$ cat src/rtl/bin2bcd_seq_if.sv
// Handshake bundle for bin2bcd_seq: sample in (valid/ready + hex), BCD result out
// (valid/ready + dec/sign/ovf). Producer/consumer side uses master, converter uses slave.
interface bin2bcd_seq_if #(
    parameter int BIN_W  = 16,
    parameter int DIGITS = 5
);
    logic                  in_valid;
    logic                  in_ready;
    logic [BIN_W-1:0]      hex;
    logic                  out_valid;
    logic                  out_ready;
    logic [4*DIGITS-1:0]   dec;
    logic                  sign;
    logic                  ovf;

    modport master (
        output in_valid, hex, out_ready,
        input  in_ready, out_valid, dec, sign, ovf
    );

    modport slave (
        input  in_valid, hex, out_ready,
        output in_ready, out_valid, dec, sign, ovf
    );
endinterface

$ cat src/rtl/bin2bcd_seq.sv
// Iterative double-dabble binary-to-BCD converter, one input bit per cycle.
// Define BIN2BCD_SIGNED_EN to treat hex as two's complement with a separate sign output.
module bin2bcd_seq #(
    parameter int BIN_W  = 16,
    parameter int DIGITS = 5
) (
    input  logic               clk,
    input  logic               rst,
    bin2bcd_seq_if.slave       bus
);
    localparam int BCD_W = 4 * DIGITS;
    localparam int CNT_W = (BIN_W > 1) ? $clog2(BIN_W) : 1;

    typedef enum logic [1:0] {
        IDLE,
        SHIFT,
        DONE
    } state_t;

    state_t             r_state;
    state_t             w_next_state;
    logic [BIN_W-1:0]   r_bin;
    logic [BCD_W-1:0]   r_bcd;
    logic [CNT_W-1:0]   r_cnt;
    logic               r_ovf;
    logic               w_accept;
    logic               w_last;
    logic [BCD_W-1:0]   w_adj;
    logic [BIN_W-1:0]   w_mag;

    // NOTE: sequential state always uses non-blocking assignments so every register
    // samples the pre-edge values of its neighbours.
    always_ff @(posedge clk) begin
        if (rst) begin
            r_state <= IDLE;
        end else begin
            r_state <= w_next_state;
        end
    end

    // NOTE: every output of this block gets a default first, so no path can infer a latch.
    always_comb begin
        w_next_state  = r_state;
        bus.in_ready  = 1'b0;
        bus.out_valid = 1'b0;
        w_accept      = 1'b0;
        w_last        = (r_cnt == '0);
        case (r_state)
            IDLE: begin
                bus.in_ready = 1'b1;
                if (bus.in_valid) begin
                    w_accept     = 1'b1;
                    w_next_state = SHIFT;
                end
            end
            SHIFT: begin
                if (w_last) begin
                    w_next_state = DONE;
                end
            end
            DONE: begin
                bus.out_valid = 1'b1;
                if (bus.out_ready) begin
                    w_next_state = IDLE;
                end
            end
            default: begin
                w_next_state = IDLE;
            end
        endcase
    end

    // Add-3 correction is per 4-bit digit on the pre-shift value; 9+3 still fits in a nibble.
    always_comb begin
        w_adj = '0;
        for (int d = 0; d < DIGITS; d++) begin
            if (r_bcd[4*d +: 4] >= 4'd5) begin
                w_adj[4*d +: 4] = r_bcd[4*d +: 4] + 4'd3;
            end else begin
                w_adj[4*d +: 4] = r_bcd[4*d +: 4];
            end
        end
    end

`ifdef BIN2BCD_SIGNED_EN
    logic r_sign;
    logic w_sign_in;

    // Negation in BIN_W bits maps the most negative value onto 2^(BIN_W-1) unchanged.
    always_comb begin
        w_sign_in = bus.hex[BIN_W-1];
        w_mag     = w_sign_in ? ({BIN_W{1'b0}} - bus.hex) : bus.hex;
    end

    always_ff @(posedge clk) begin
        if (rst) begin
            r_sign <= 1'b0;
        end else if (w_accept) begin
            r_sign <= w_sign_in;
        end
    end

    assign bus.sign = r_sign;
`else
    assign w_mag    = bus.hex;
    assign bus.sign = 1'b0;
`endif

    // A 1 leaving the top digit means the value needs more than DIGITS digits.
    always_ff @(posedge clk) begin
        if (rst) begin
            r_bin <= '0;
            r_bcd <= '0;
            r_cnt <= '0;
            r_ovf <= 1'b0;
        end else if (w_accept) begin
            r_bin <= w_mag;
            r_bcd <= '0;
            r_cnt <= CNT_W'(BIN_W - 1);
            r_ovf <= 1'b0;
        end else if (r_state == SHIFT) begin
            r_bcd <= {w_adj[BCD_W-2:0], r_bin[BIN_W-1]};
            r_bin <= {r_bin[BIN_W-2:0], 1'b0};
            r_ovf <= r_ovf | w_adj[BCD_W-1];
            if (!w_last) begin
                r_cnt <= r_cnt - CNT_W'(1);
            end
        end
    end

    assign bus.dec = r_bcd;
    assign bus.ovf = r_ovf;
endmodule

$ cat src/flat_wrapper.sv
// flat-port wrapper written by rule: the top's interface ports become plain ports
module bin2bcd_seq_flat 
#(
    parameter int BIN_W  = 16,
    parameter int DIGITS = 5
)
  (clk, rst, bus_in_valid, bus_hex, bus_out_ready, bus_in_ready, bus_out_valid, bus_dec, bus_sign, bus_ovf);
  bin2bcd_seq_if #(.BIN_W(BIN_W), .DIGITS(DIGITS)) bus_i ();
  input  logic clk;
  input  logic rst;
  input wire logic [$bits(bus_i.in_valid)-1:0] bus_in_valid;
  input wire logic [$bits(bus_i.hex)-1:0] bus_hex;
  input wire logic [$bits(bus_i.out_ready)-1:0] bus_out_ready;
  output wire logic [$bits(bus_i.in_ready)-1:0] bus_in_ready;
  output wire logic [$bits(bus_i.out_valid)-1:0] bus_out_valid;
  output wire logic [$bits(bus_i.dec)-1:0] bus_dec;
  output wire logic [$bits(bus_i.sign)-1:0] bus_sign;
  output wire logic [$bits(bus_i.ovf)-1:0] bus_ovf;
  assign bus_i.in_valid = bus_in_valid;
  assign bus_i.hex = bus_hex;
  assign bus_i.out_ready = bus_out_ready;
  assign bus_in_ready = bus_i.in_ready;
  assign bus_out_valid = bus_i.out_valid;
  assign bus_dec = bus_i.dec;
  assign bus_sign = bus_i.sign;
  assign bus_ovf = bus_i.ovf;
  bin2bcd_seq #(.BIN_W(BIN_W), .DIGITS(DIGITS)) u_core (.clk(clk), .rst(rst), .bus(bus_i));
endmodule
$ cat config.mk
export PLATFORM = sky130hd
export DESIGN_NAME = bin2bcd_seq_flat
export DESIGN_NICKNAME = d
export VERILOG_FILES = /design/src/rtl/bin2bcd_seq_if.sv /design/src/rtl/bin2bcd_seq.sv /design/src/flat_wrapper.sv
export SDC_FILE = /design/constraint.sdc
export NUM_CORES = 1
export LEC_CHECK = 0
export CAP_MARGIN = 10
export CORE_UTILIZATION = 45
export CTS_BUF_LIST = sky130_fd_sc_hd__clkbuf_4
export DETAILED_ROUTE_END_ITERATION = 8
export PLACE_DENSITY = 0.7
export RECOVER_POWER = 100
export REMOVE_ABC_BUFFERS = 1
export SLEW_MARGIN = 20
export SYNTH_ARGS = -nofsm -noshare
export SYNTH_HDL_FRONTEND = slang
export SYNTH_SLANG_ARGS = --single-unit
$ cat constraint.sdc
create_clock -name clk -period 2.8 [get_ports clk]
set_input_delay 0.42 -clock clk [delete_from_list [all_inputs] [get_ports clk]]
set_output_delay 0.42 -clock clk [all_outputs]
set_load 0.05 [all_outputs]
# After elaboration in Yosys (flattened, before gate mapping)
# Index checks and enable logic that the tools add are counted.
classes:
  n_addsub: 6
  magnitude_cmp: 5
  eq_ne: 6
  mux: 18
  n_bitwise: 1
  reduce_logical: 6
op_table:
  columns: ["operator", "count"]
  rows:
  - ["16-bit two-way mux", 2]
  - ["4-bit two-way mux", 8]
  - ["4-bit by 2-bit adder with 4-bit output (second input constant)", 5]
  - ["4-bit by 3-bit >= comparator with 1-bit output (second input constant)", 5]
  - ["2-bit two-way mux", 3]
  - ["2-bit case mux with 3 select lines", 1]
  - ["4-bit zero test", 1]
  - ["1-bit two-way mux", 4]
  - ["2-bit by 1-bit inequality test with 1-bit output (second input constant)", 2]
  - ["2-bit inequality test (second input constant)", 2]
  - ["4-bit by 1-bit subtractor with 4-bit output (second input constant)", 1]
  - ["3-bit AND reduction", 1]
  - ["2-bit by 1-bit equality test with 1-bit output (second input constant)", 1]
  - ["2-bit equality test (second input constant)", 1]
  - ["2-bit zero test", 1]
  - ["2-bit AND reduction", 1]
  - ["2-bit nonzero test", 1]
  - ["2-bit OR reduction", 1]
  - ["1-bit OR", 1]
totals:
  reg_bits: 43
  input_bits: 20
  output_inout_bits: 24
  elab_cells: 47

# Longest topological paths before layout
# Gate-level depths: netlist (run 1).
depth:
  depth_word: 4
  ltp_mapped: 8
  depth_no_buf: 6

# Least setup slack after synthesis (run 1)
# Ideal clock, no wire load.
synth_path:
  path_kind: "register to register"
  from: "reg u_core.r_bcd[9] (netlist: u_core.bus.dec[9])"
  to: "reg u_core.r_bcd[10] (netlist: u_core.bus.dec[10])"
  setup_time_ns: 0.086
  arrival_ns: 1.909
  required_ns: 2.714
  slack_ns: 0.806
  path_stages_with_launch: 7
  n_path_buf: 0
  period_less_slack_ns: 1.994
  path_cell_list: "dfxtp_1 inv_1 ha_1 or2b_1 a21oi_1 mux2_2 a211oi_1"
synth_between:
  elab_chain_len: 2
  word_cells_on_any_way: 3
  classes_between: "add/sub (1); order compare (1); mux (1)"
synth_lines:
  columns: ["element", "line_no", "text"]
  rows:
  - ["start, declared", "bin2bcd_seq.sv:23", "logic [BCD_W-1:0] r_bcd;"]
  - ["start signal, assigned", "bin2bcd_seq.sv:122", "r_bcd <= {w_adj[BCD_W-2:0], r_bin[BIN_W-1]};"]
  - ["4-bit by 2-bit adder with 4-bit output or 4-bit by 3-bit >= comparator with 1-bit output (tied branches)", "bin2bcd_seq.sv:78, bin2bcd_seq.sv:77", null]
  - ["4-bit two-way mux (*)", "bin2bcd_seq.sv:77", "if (r_bcd[4*d +: 4] >= 4'd5) begin"]
# Every way passes the cells marked *; elsewhere a longest branch is shown, timed or not.
# A chain may end at the register's enable or synchronous reset.

# Worst setup path in the final report (run 1)
layout_path:
  from: "reg u_core.r_state[1]"
  to: "out bus_out_valid"
layout_between:
  elab_chain_len: 2
layout_lines:
  columns: ["element", "line_no", "text"]
  rows:
  - ["start, declared", "bin2bcd_seq.sv:20", "state_t r_state;"]
  - ["start signal, assigned", "bin2bcd_seq.sv:37", "r_state <= w_next_state;"]
  - ["2-bit equality test", "bin2bcd_seq.sv:48", "case (r_state)"]
  - ["1-bit two-way mux", "bin2bcd_seq.sv:48", null]
  - ["end, declared", "flat_wrapper.sv:15", "output wire logic [$bits(bus_i.out_valid)-1:0] bus_out_valid;"]
# No other way between the ends.

==> results.toml, run 1 <==
[outcome]
outcome = "complete, no violations"

[timing]
relSlewSlack = 0.280
grt_setup_unrepaired = "false"
tns_ps = 0
hold_viol_final = 0
clock_skew_ps = 8.85
fmax_mhz = 410
finalSetupViolations = 0
finalCritPeriodShare = 0.871
tightest_slew_ps = 1080
maxSlewViolCount = 0
period_needed_ps = 2440

[synthesis]
ys_async_sr_fraction = 0
synthTopCellsByCount = "nor2_1, dfxtp_1, a21oi_1, inv_1, o21ai_0"
synth_edf_count = 0
syn_area_um2 = 2530
synth_most_common_cell = "nor2_1"
synth_seq_cells = 43
synth.area.top_cells = "dfxtp_1, a21oi_1, nor2_1"
yosys_most_used_dff = "dfxtp_1"
synth_warnings = 0
synth_cell_type_count = 38
synth_seq_area_share = 0.340
yosys.area.top_type = "dfxtp_1"
syn_area_per_cell_um2 = 8.37
synth_top_area_share = 0.340
synthCells = 302

[global_routing]
antenna_found_initial = 0
grt_overflow = 0
grtUsageTotal = 0.189
grt_pass1_vias = 1984
grt_pass1_wl_um = 9000
grt_max_degree = 34

[clock_network]
cts-resized-gates = 0
clk_pin_slew_worst_paths_ps = 130
cts.sinks = 43
root_buffer = "clkbuf_4"
numCtsBuffers = 5
h-tree-depth = 2
holdBufCountCts = 0
post_cts.repair.setup_buffers = 0
clock_path_buffers = 2
clock_latency_ps = 360
cts_tree = "built"

[min_path]
min_path_type = "flip-flop to flip-flop"

[power]
power.density_nw_per_um2 = 491
p_seq_frac = 0.477
clkPwrFrac = 0.268
switchingPower_mw = 0.485
p_comb_frac = 0.255
finalPower_mw = 1.48
switching_share = 0.328
internal_power_mw = 0.992
p_leak_nw = 1.16
peakVddDrop_mv = 0.314

[worst_setup_path]
required_ps = 2380
r2r_setup_slack_ps = 650
start_kind = "flip-flop"
worstSetupPathType = "flip-flop to output pin"
path_max_fanout = 11
endpoint_kind = "output pin"
crit_arrival_ps = 2020

[floorplan]
die-area_um2 = 5920
std_cell_rows = 26
design.core.area_um2 = 5270
io-pin-count = 44
die_h_um = 77.0
die_w_um = 77.0
initial_core_util = 0.480

[final_layout]
drive_gt1_frac = 0.118
n_fill_cell = 509
diodes = 0
finalNetCount = 370
final_area_um2 = 3000
syn2layout_area_growth_pct = 18.8

[placement]
place_congestion = 0.804
hpwlAfterDp_um = 3620
port_buffers = 42
place_area_um2 = 2980

[drt]
drt_iter0_markers = 110
drc = 0
postRouteAntennaNets = 0
dr_total_vias = 2261
wl_per_cell_um = 12.9
drt-total-wl_um = 5290
post_drt_via_cell_ratio = 5.51
dr.pass1.iters = 4

[job]
drv_cap = 0
## layout make-up
type	instances	area [µm²]	area share
Clock inverter	3	38.8	0.0129
Clock buffer	5	37.5	0.0125
Multi-Input combinational cell	213	1410	0.469
Inverter	24	90.1	0.0300
Tap cell	70	87.6	0.0292
Timing Repair Buffer	52	480	0.160
Sequential cell	43	861	0.287
## registers in the layout, indices dropped and copies added (netlist names)
register        flops
u_core.r_bin       16
u_core.r_state      2
u_core.r_cnt        4
u_core.bus.ovf      1
u_core.bus.dec     20
## metrics by stage
step | std cells | util | setup slack (ps) | hold WS (ps)
floorplan | 280 | - | 6.88 | 442
global placement | 402 | 0.565 | 855 | 467
detailed placement | 402 | 0.565 | 844 | 475
CTS | 410 | 0.579 | 411 | 485
global route | 410 | 0.570 | 245 | 507
finish | 410 | 0.570 | 361 | 486
## power by group through the flow
stage          registers [mW]  logic [mW]  clock network (mW)
2_1_floorplan           0.748       0.231                   0
3_3_place_gp            0.717       0.394                   0
3_5_place_dp            0.718       0.398                   0
4_1_cts                 0.705       0.401               0.404
5_1_grt                 0.713       0.417               0.430
6_report                0.705       0.376               0.395
## layer usage
metal | part of all wire | routed length, µm | up-vias | track usage
li1 | - | - | 1157 | -
met1 | 0.50 | 2650 | 1055 | 0.256
met2 | 0.45 | 2390 | 44 | 0.293
met3 | 0.035 | 184 | 5 | 0.0393
met4 | 0.012 | 61 | 0 | 0.0712
met5 | 0 | 0 | - | 0
## kinds of logic (layout without fill, tap and decap cells)
kind of cell | Yosys count | in the layout | share of synthesized area
AOI/OAI and AO/OA | 110 | 110 | 0.327
and+or+nand+nor | 86 | 86 | 0.166
buffers and inverters | 46 | 84 | 0.0901
DFF | 43 | 43 | 0.340
adders and majority gates | 11 | 11 | 0.0544
muxes | 5 | 5 | 0.0208
other | 1 | 1 | 0.00148
## final timing paths
kind	endpoint	startpoint	cells after the start
setup / recovery	bus_out_valid	u_core.r_state[1]	2
hold / removal	u_core.bus.dec[0]	u_core.r_bin[15]	2
setup reg to reg	u_core.bus.dec[12]	u_core.r_state[1]	5
hold reg to reg	u_core.bus.dec[0]	u_core.r_bin[15]	2
## worst max-delay path, stage by stage (launching register included)
cell,delay [ps]
dfxtp_1,560
nor2b_1,210
dlygate4sd3_1,890
## cells in the final DEF (no fill, tap or decap), drive strengths merged, types with 5 or more instances in the layout
| cell | synthesis | routed |
|---|---|---|
| nor2 | 49 | 49 |
| a21oi | 45 | 45 |
| dfxtp | 43 | 43 |
| inv | 24 | 24 |
| dlygate4sd3 | 0 | 23 |
| clkdlybuf4s50 | 0 | 19 |
| o21ai | 14 | 14 |
| a211oi | 12 | 12 |
| ha | 11 | 11 |
| a2111oi | 10 | 10 |
| clkbuf | 6 | 9 |
| nand2b | 8 | 8 |
| a31oi | 7 | 7 |
| nor2b | 7 | 7 |
| nand2 | 6 | 6 |
| o221a | 6 | 6 |
| nand3 | 6 | 6 |
| buf | 16 | 6 |
| a41oi | 5 | 5 |
Note: power is estimated with default switching activity, not from simulation.
==> inputs of run 2 (changes only) <==
- SLEW_MARGIN: 20 -> 10
==> results of run 2 <==
The final DEF is identical to that of run 1; final timing and power are the same.
==> inputs of run 3 (changes only) <==
- REMOVE_ABC_BUFFERS: 1 -> unset
==> results.toml, run 3 (synthesis results as in run 1) <==
[clock_network]
numCtsBuffers = 5
cts.sinks = 43
h-tree-depth = 2
holdBufCountCts = 0
root_buffer = "clkbuf_4"
post_cts.repair.setup_buffers = 0
cts-resized-gates = 0
clock_latency_ps = 350
cts_tree = "built"
clk_pin_slew_worst_paths_ps = 120
clock_path_buffers = 2

[timing]
period_needed_ps = 2310
finalSetupViolations = 0
hold_ws_ps = 479
fmax_mhz = 433
tightest_slew_ps = 1110
maxSlewViolCount = 0
grt_setup_unrepaired = "false"
tns_ps = 0
relSlewSlack = 0.263
hold_viol_final = 0
layout_setup_ws_ps = 490
clock_skew_ps = 15.0
finalCritPeriodShare = 0.825

[worst_setup_path]
reg2reg_from = "u_core.r_state[1]"
endpoint_kind = "output pin"
r2r-end = "u_core.bus.dec[8]"
required_ps = 2380
crit_arrival_ps = 1890
r2r_setup_slack_ps = 530
startpoint = "u_core.r_state[0]"
r2r_cells = 6
worstSetupPathType = "flip-flop to output pin"
start_kind = "flip-flop"
path_max_fanout = 11

[drt]
wl_per_cell_um = 13.3
dr.pass1.iters = 4
drt-total-wl_um = 5430
drc = 0
dr_total_vias = 2251
postRouteAntennaNets = 0
drt_iter0_markers = 119
post_drt_via_cell_ratio = 5.53

[min_path]
min_path_type = "flip-flop to flip-flop"
min_path_cells = 2
min_from = "u_core.r_bin[0]"
hold_end = "u_core.r_bin[0]"

[floorplan]
initial_core_util = 0.480
design.core.area_um2 = 5270
std_cell_rows = 26
io-pin-count = 44
die_h_um = 77.0
die-area_um2 = 5920
die_w_um = 77.0

[global_routing]
grt_max_degree = 34
grt_pass1_vias = 2037
grtUsageTotal = 0.195
antenna_found_initial = 0
grt_pass1_wl_um = 9400
grt_overflow = 0

[power]
internal_power_mw = 0.923
power.density_nw_per_um2 = 473
switching_share = 0.339
clkPwrFrac = 0.228
peakVddDrop_mv = 0.246
switchingPower_mw = 0.473
p_comb_frac = 0.265
p_leak_nw = 1.15
p_seq_frac = 0.507

[placement]
place_congestion = 0.721
place_ws_ps = 872
port_buffers = 42
hpwlAfterDp_um = 3720

[final_layout]
n_fill_cell = 511
syn2layout_area_growth_pct = 16.8
diodes = 0
final_cell_mix = "nor2_1, dfxtp_1, a21oi_1, inv_1, dlygate4sd3_1"
largest_reg_flops = 20
drive_gt1_frac = 0.104
finalNetCount = 367
layout_commonest_cell = "nor2_1"

[job]
drv_cap = 0

[synthesis]
syn_nets = 333

[outcome]
outcome = "complete, no violations"
-- run 3: cell types whose count changed in the layout (fill, tap and decap cells not counted), sizes merged --
cell           before  now
buf                 6    5
bufinv              1    0
clkdlybuf4s50      19   18
clkinv              2    1
dlygate4sd3        23   24
-- run 3: worst max-delay path by stage --
| stage | end | slack [ps] |
|---|---|---|
| final | bus_out_valid | 490 |
| after global routing | u_core.r_bin[2] | 240 |
| after CTS | bus_out_valid | 520 |
| after detailed placement | u_core.bus.dec[4] | 870 |
| after global placement | u_core.r_bin[2] | 900 |
| after floorplan | u_core.bus.dec[10] | 810 |
-- run 3: metrics by stage --
| step | cell area [µm²] | util | instances | power [mW] |
|---|---|---|---|---|
| 5_1_grt | 2950 | 0.560 | 407 | 1.49 |
| 3_5_place_dp | 2950 | 0.561 | 399 | 1.11 |
| 3_3_place_gp | 2950 | 0.561 | 399 | 1.11 |
| 2_1_floorplan | 2530 | - | 302 | 1.02 |
| 6_report | 2950 | 0.560 | 407 | 1.40 |
| 4_1_cts | 3010 | 0.571 | 407 | 1.43 |
-- run 3: cell type report --
cell class | instances | area [µm²] | share of cell area
Clock buffer | 7 | 52.6 | 0.0178
Multi-Input combinational cell | 213 | 1390 | 0.471
Clock inverter | 1 | 5.00 | 0.00169
Inverter | 24 | 90.1 | 0.0305
Sequential cell | 43 | 861 | 0.292
Timing Repair Buffer | 49 | 465 | 0.158
Tap cell | 70 | 87.6 | 0.0297
-- run 3: per-layer routing --
layer	wire length, µm	track usage	vias to the layer above
met1	2640	0.261	1037
met4	27	0.0462	0
met2	2560	0.321	51
met3	204	0.0393	2
li1	-	-	1161
met5	0	0	-
-- run 3: power by group through the flow --
stage	combinational [mW]	sequential, mW	clock (mW)
2_1_floorplan	0.281	0.738	0
3_3_place_gp	0.385	0.721	0
5_1_grt	0.415	0.717	0.357
6_report	0.370	0.708	0.319
4_1_cts	0.394	0.708	0.331
3_5_place_dp	0.393	0.721	0
-- run 3: critical path, stage by stage (launching register included) --
cell	delay [ps]
dfxtp_1	460
nor2b_1	200
dlygate4sd3_1	890
